$ cat src/rtl/risc_pkg.sv
// risc_pkg: definitions shared by the fetch stage and its IF/ID register.
//   INSTR_W / ADDR_W : default instruction width and program-memory address width
//   OPC_HALT         : 7-bit opcode that stops fetch
//   NOP_INSTR        : bubble word placed in IF/ID on a flush
//   fetch_state_e    : fetch FSM states
//   ifid_op_e        : per-cycle action applied to the IF/ID register
package risc_pkg;

    localparam int INSTR_W = 32;
    localparam int ADDR_W  = 12;

    localparam logic [6:0]  OPC_HALT  = 7'b1111111;
    localparam logic [31:0] NOP_INSTR = 32'h0000_0000;

    typedef enum logic [0:0] {
        FS_RUN    = 1'b0,
        FS_HALTED = 1'b1
    } fetch_state_e;

    typedef enum logic [1:0] {
        IFID_HOLD  = 2'd0,
        IFID_LOAD  = 2'd1,
        IFID_FLUSH = 2'd2
    } ifid_op_e;

endpackage

$ cat src/rtl/ifid_reg.sv
// ifid_reg: IF/ID pipeline register holding {instruction, pc, valid}.
//   clk, rst    : clock, synchronous active-high reset
//   op          : HOLD keeps contents, LOAD captures instr_in/pc_in as valid,
//                 FLUSH inserts a NOP bubble while keeping the stored pc
//   instr_in    : instruction to capture
//   pc_in       : address instr_in was fetched from
//   instr/pc/valid : registered outputs to decode
module ifid_reg
    import risc_pkg::*;
#(
    parameter int INSTR_W = risc_pkg::INSTR_W,
    parameter int ADDR_W  = risc_pkg::ADDR_W
) (
    input  logic               clk,
    input  logic               rst,
    input  ifid_op_e           op,
    input  logic [INSTR_W-1:0] instr_in,
    input  logic [ADDR_W-1:0]  pc_in,
    output logic [INSTR_W-1:0] instr,
    output logic [ADDR_W-1:0]  pc,
    output logic               valid
);

    logic [INSTR_W-1:0] instr_q, instr_d;
    logic [ADDR_W-1:0]  pc_q, pc_d;
    logic               valid_q, valid_d;

    always_comb begin
        // NOTE: every always_comb output gets a default first so no path can infer a latch.
        instr_d = instr_q;
        pc_d    = pc_q;
        valid_d = valid_q;
        unique case (op)
            IFID_LOAD: begin
                instr_d = instr_in;
                pc_d    = pc_in;
                valid_d = 1'b1;
            end
            IFID_FLUSH: begin
                // The pc field is left alone: a bubble keeps the last real address.
                instr_d = INSTR_W'(NOP_INSTR);
                valid_d = 1'b0;
            end
            default: ;
        endcase
    end

    always_ff @(posedge clk) begin
        // NOTE: sequential state uses non-blocking assignment so all flops update together.
        if (rst) begin
            instr_q <= INSTR_W'(NOP_INSTR);
            pc_q    <= '0;
            valid_q <= 1'b0;
        end else begin
            instr_q <= instr_d;
            pc_q    <= pc_d;
            valid_q <= valid_d;
        end
    end

    assign instr = instr_q;
    assign pc    = pc_q;
    assign valid = valid_q;

endmodule

$ cat src/rtl/instruction_fetch.sv
// instruction_fetch: fetch stage. Owns the PC, drives program memory, and
// feeds the IF/ID register. Handles stalls, branch redirects and halt.
//   clk, rst     : clock, synchronous active-high reset
//   program_addr : word address to program memory (the PC register)
//   instruction  : asynchronous read data for program_addr
//   stall        : decode cannot accept; hold PC and IF/ID
//   redirect     : taken branch/jump from execute, overrides stall
//   redirect_pc  : redirect target word address
//   ifid_instr / ifid_pc / ifid_valid : IF/ID register outputs
//   halted       : fetch has stopped on a halt instruction
module instruction_fetch
    import risc_pkg::*;
#(
    parameter int INSTR_W = risc_pkg::INSTR_W,
    parameter int ADDR_W  = risc_pkg::ADDR_W
) (
    input  logic               clk,
    input  logic               rst,
    output logic [ADDR_W-1:0]  program_addr,
    input  logic [INSTR_W-1:0] instruction,
    input  logic               stall,
    input  logic               redirect,
    input  logic [ADDR_W-1:0]  redirect_pc,
    output logic [INSTR_W-1:0] ifid_instr,
    output logic [ADDR_W-1:0]  ifid_pc,
    output logic               ifid_valid,
    output logic               halted
);

    logic [ADDR_W-1:0] pc_q, pc_d;
    fetch_state_e      state_q, state_d;
    ifid_op_e          ifid_op;

    // Priority: redirect > stall > halt detect > normal fetch (rst handled in the flops).
    always_comb begin
        pc_d    = pc_q;
        state_d = state_q;
        ifid_op = IFID_HOLD;
        if (redirect) begin
            // A redirect also cancels a halt that was fetched on the wrong path.
            pc_d    = redirect_pc;
            state_d = FS_RUN;
            ifid_op = IFID_FLUSH;
        end else if (!stall) begin
            if (state_q == FS_RUN) begin
                ifid_op = IFID_LOAD;
                if (instruction[6:0] == OPC_HALT) begin
                    state_d = FS_HALTED;
                end else begin
                    pc_d = pc_q + ADDR_W'(1);  // wraps modulo 2^ADDR_W
                end
            end else begin
                // Halted: deliver the halt word once, then bubbles.
                ifid_op = IFID_FLUSH;
            end
        end
    end

    always_ff @(posedge clk) begin
        if (rst) begin
            pc_q    <= '0;
            state_q <= FS_RUN;
        end else begin
            pc_q    <= pc_d;
            state_q <= state_d;
        end
    end

    ifid_reg #(
        .INSTR_W (INSTR_W),
        .ADDR_W  (ADDR_W)
    ) u_ifid_reg (
        .clk      (clk),
        .rst      (rst),
        .op       (ifid_op),
        .instr_in (instruction),
        .pc_in    (pc_q),
        .instr    (ifid_instr),
        .pc       (ifid_pc),
        .valid    (ifid_valid)
    );

    assign program_addr = pc_q;
    assign halted       = (state_q == FS_HALTED);

endmodule

$ cat config.mk
export PLATFORM = sky130hd
export DESIGN_NAME = instruction_fetch
export DESIGN_NICKNAME = d
export VERILOG_FILES = /design/src/rtl/risc_pkg.sv /design/src/rtl/ifid_reg.sv /design/src/rtl/instruction_fetch.sv
export SDC_FILE = /design/constraint.sdc
export NUM_CORES = 1
export LEC_CHECK = 0
export BUFFER_PORTS_ARGS = -buffer_cell sky130_fd_sc_hd__buf_2
export CAP_MARGIN = 5
export CORE_MARGIN = 2
export CORE_UTILIZATION = 46
export CTS_BUF_LIST = sky130_fd_sc_hd__clkbuf_8 sky130_fd_sc_hd__clkbuf_16
export DETAILED_ROUTE_END_ITERATION = 7
export PLACE_DENSITY = 0.89
export SLEW_MARGIN = 20
export SYNTH_ARGS = -nofsm -noshare
export SYNTH_HDL_FRONTEND = slang
export SYNTH_SLANG_ARGS = --single-unit
$ cat constraint.sdc
create_clock -name clk -period 2.9 [get_ports clk]
set_clock_uncertainty 0.05 [all_clocks]
set_input_delay 0 -clock clk [delete_from_list [all_inputs] [get_ports clk]]
set_output_delay 0 -clock clk [all_outputs]
set_load 0.05 [all_outputs]
==> impl_metrics.toml <==
[finish]
area_growth_pct = 52.5
layout-drive-gt1-share_pct = 34.3
layout_commonest_cell = "buf_2"
fin_cells = 463
n_antenna_cell = 0
nNetsFinal = 442
final_cell_mix = "105 x buf_2, 58 x dfxtp_1, 53 x nor2_1, 44 x dlygate4sd3_1, 32 x a22oi_1"

[yosys]
synth_ff_type = "dfxtp_1"
yosys.area.top_type = "dfxtp_1"
yosysTopAreaCellShare_pct = 49.7
synth_area_sq_um = 2340
synth_area_leaders = "dfxtp_1 50%, a22oi_1 10%, nor2_1 8.7%, mux2i_1 5.1%, a211oi_1 1.9%"
syn_nets = 296
yosysWarnings = 0
ys_seq_elements = 58
synth_edf_count = 0
yosysUniqueCellTypes = 43
synthCells = 245
synth-async-reset-ratio_pct = 0
avgSynthCellArea_sq_um = 9.54
seq_area_frac_synth_pct = 49.7

[hold_path]
min_path_cells = 4
min_path_type = "in -> reg"

[grt]
grt_overflow = 0
grt_max_degree = 58
grt_usage_pct = 25.5
grt_pass1_wl_microns = 10800
grt_pass1_vias = 2400
antenna_found_initial = 0

[sta]
holdWs_ns = 0.0264
max-slew-margin-rel_pct = 34.5
hold_violations = 0
rsz0062_at_grt = "no"
setup_viol = 0
final.setup.tns_ns = 0
drv_slew = 0
post-route-min-period_ns = 2.14
fin_crit_sh_pct = 73.7
tightest_slew_ns = 0.982
fmax_mhz = 468

[setup_path]
crit_arrival_ns = 2.27
startpoint = "halted"
r2r_slack_ns = 0.76
endpoint = "u_ifid_reg.instr[8]"
slowest_stage = "ha_1"
cp.buffers_inverters = 1
worstReg2RegEnd = "u_ifid_reg.instr[8]"
crit_path_start_kind = "register"
end_kind = "register"
r2r-start = "halted"
crit_top_cell = "nor2_1"
worstPathRequired_ns = 3.03
r2r_cells = 7
worst_path_largest_cell_delay_ns = 0.64
crit_cells = 7
cp_max_fo = 17
path_class = "reg -> reg"
cp_top_family = "adder cells"
crit_chain = "or2_1, nor2_1, ha_1, nor2_2, buf_4, a22oi_1, nor2_1"

[route]
avgRoutedWirePerCell_microns = 15.2
vias = 2512
viasPerCell = 5.43
dr.pass1.iters = 4
first_iter_violations = 180
routed_wl_microns = 7050
ant_nets = 0
drc = 0

[cts]
cts_made_buffers = 9
cts_resized = 0
cts_setup_buffers = 0
h-tree-depth = 3
clockBufferDepth = 2
cts_root_buf = "clkbuf_8"
hold_buffers = 44
cts.sinks = 58
clk_latency_ns = 0.33
cts.clk_slew.worst_paths_ns = 0.07
cts_tree = "done"

[power_and_ir_drop]
peakVddDrop_uv = 493
p_per_area_nw_per_um2 = 591
leakage_nw = 1.64

[floorplan]
boundaryPins = 106
placementRows = 25
start_util_pct = 48.5
die_h_microns = 75.3
die_area_sq_um = 5670
coreArea_sq_um = 4820
fp.dieW_microns = 75.3

[run]
drv_cap = 0

[placement]
dpl.hpwl_microns = 4210
numPortBuffers = 105
dpl.cell_count = 403
gp_congestion = 0.832

[run_status]
status = "finished clean"
-- per-stage QoR --
stage | util [%] | cell area, sq um | setup slack (ns) | total power, mW
detailed placement | 60.3 | 2910 | 0.758 | 1.26
floorplan | - | 2340 | 0.573 | 1.16
global placement | 60.3 | 2910 | 0.885 | 1.26
finish | 74.0 | 3560 | 0.762 | 2.11
CTS | 74.0 | 3560 | 0.765 | 2.11
global route | 74.0 | 3560 | 0.572 | 2.19
-- worst min path at each step --
stage / start / end
6_report: stall / halted
4_1_cts: stall / halted
3_5_place_dp: instruction[18] / u_ifid_reg.instr[18]
5_1_grt: stall / halted
3_3_place_gp: instruction[27] / u_ifid_reg.instr[27]
2_1_floorplan: redirect_pc[2] / program_addr[2]
-- worst reg2reg max path, cell delays in order (launching register included) --
cell and delay [ns]:
dfxtp_1 0.42, or2_1 0.23, nor2_1 0.09, ha_1 0.64, nor2_2 0.10, buf_4 0.20
a22oi_1 0.19, nor2_1 0.06
-- power by group --
part / leakage, nW / switching, mW / internal [mW]
Sequential: 0.475 / 0.0368 / 0.840
Combinational: 1.06 / 0.278 / 0.146
Clock: 0.105 / 0.324 / 0.481
Total: 1.64 / 0.638 / 1.47
-- cells by family after synthesis --
kind of cell,share of synthesized area [%]
XOR/XNOR,1.50
multiplexers,5.14
flip-flops,49.7
buffers and inverters,3.91
AO/OA/AOI/OAI,21.0
adder cells (fa/ha/maj),1.61
AND/OR/NAND/NOR,17.2
-- cell usage after synthesis (3+ instances only) --
cell type	n
ha_1	3
nor3_1	5
a32o_1	3
nand2_1	3
inv_1	7
mux2i_1	12
a311oi_1	3
xnor2_1	3
nor2_1	54
a22oi_1	32
a211oi_1	6
nand3_1	5
buf_1	4
clkbuf_1	12
dfxtp_1	58
-- metal layers --
metal	global-route usage, %	vias to the layer above	part of all wire [%]
met4	16.2	0	4.4
met2	41.0	119	50
met5	0	-	0
li1	-	1187	-
met1	29.1	1173	39
met3	8.30	33	6.1
-- area by class of cell --
type	instances	area (sq um)
Clock inverter	7	93.8
Clock buffer	9	124
Multi-Input combinational cell	163	1090
Fill cell	366	1250
Inverter	7	26.3
Timing Repair Buffer	152	988
Sequential cell	58	1160
Tap cell	67	83.8
-- sequential cells by signal, summed over array words and instances (netlist names) --
signal / flops
halted: 1
program_addr: 12
u_ifid_reg.instr: 32
u_ifid_reg.pc: 12
u_ifid_reg.valid: 1
Power figures use the tool's default switching activity.
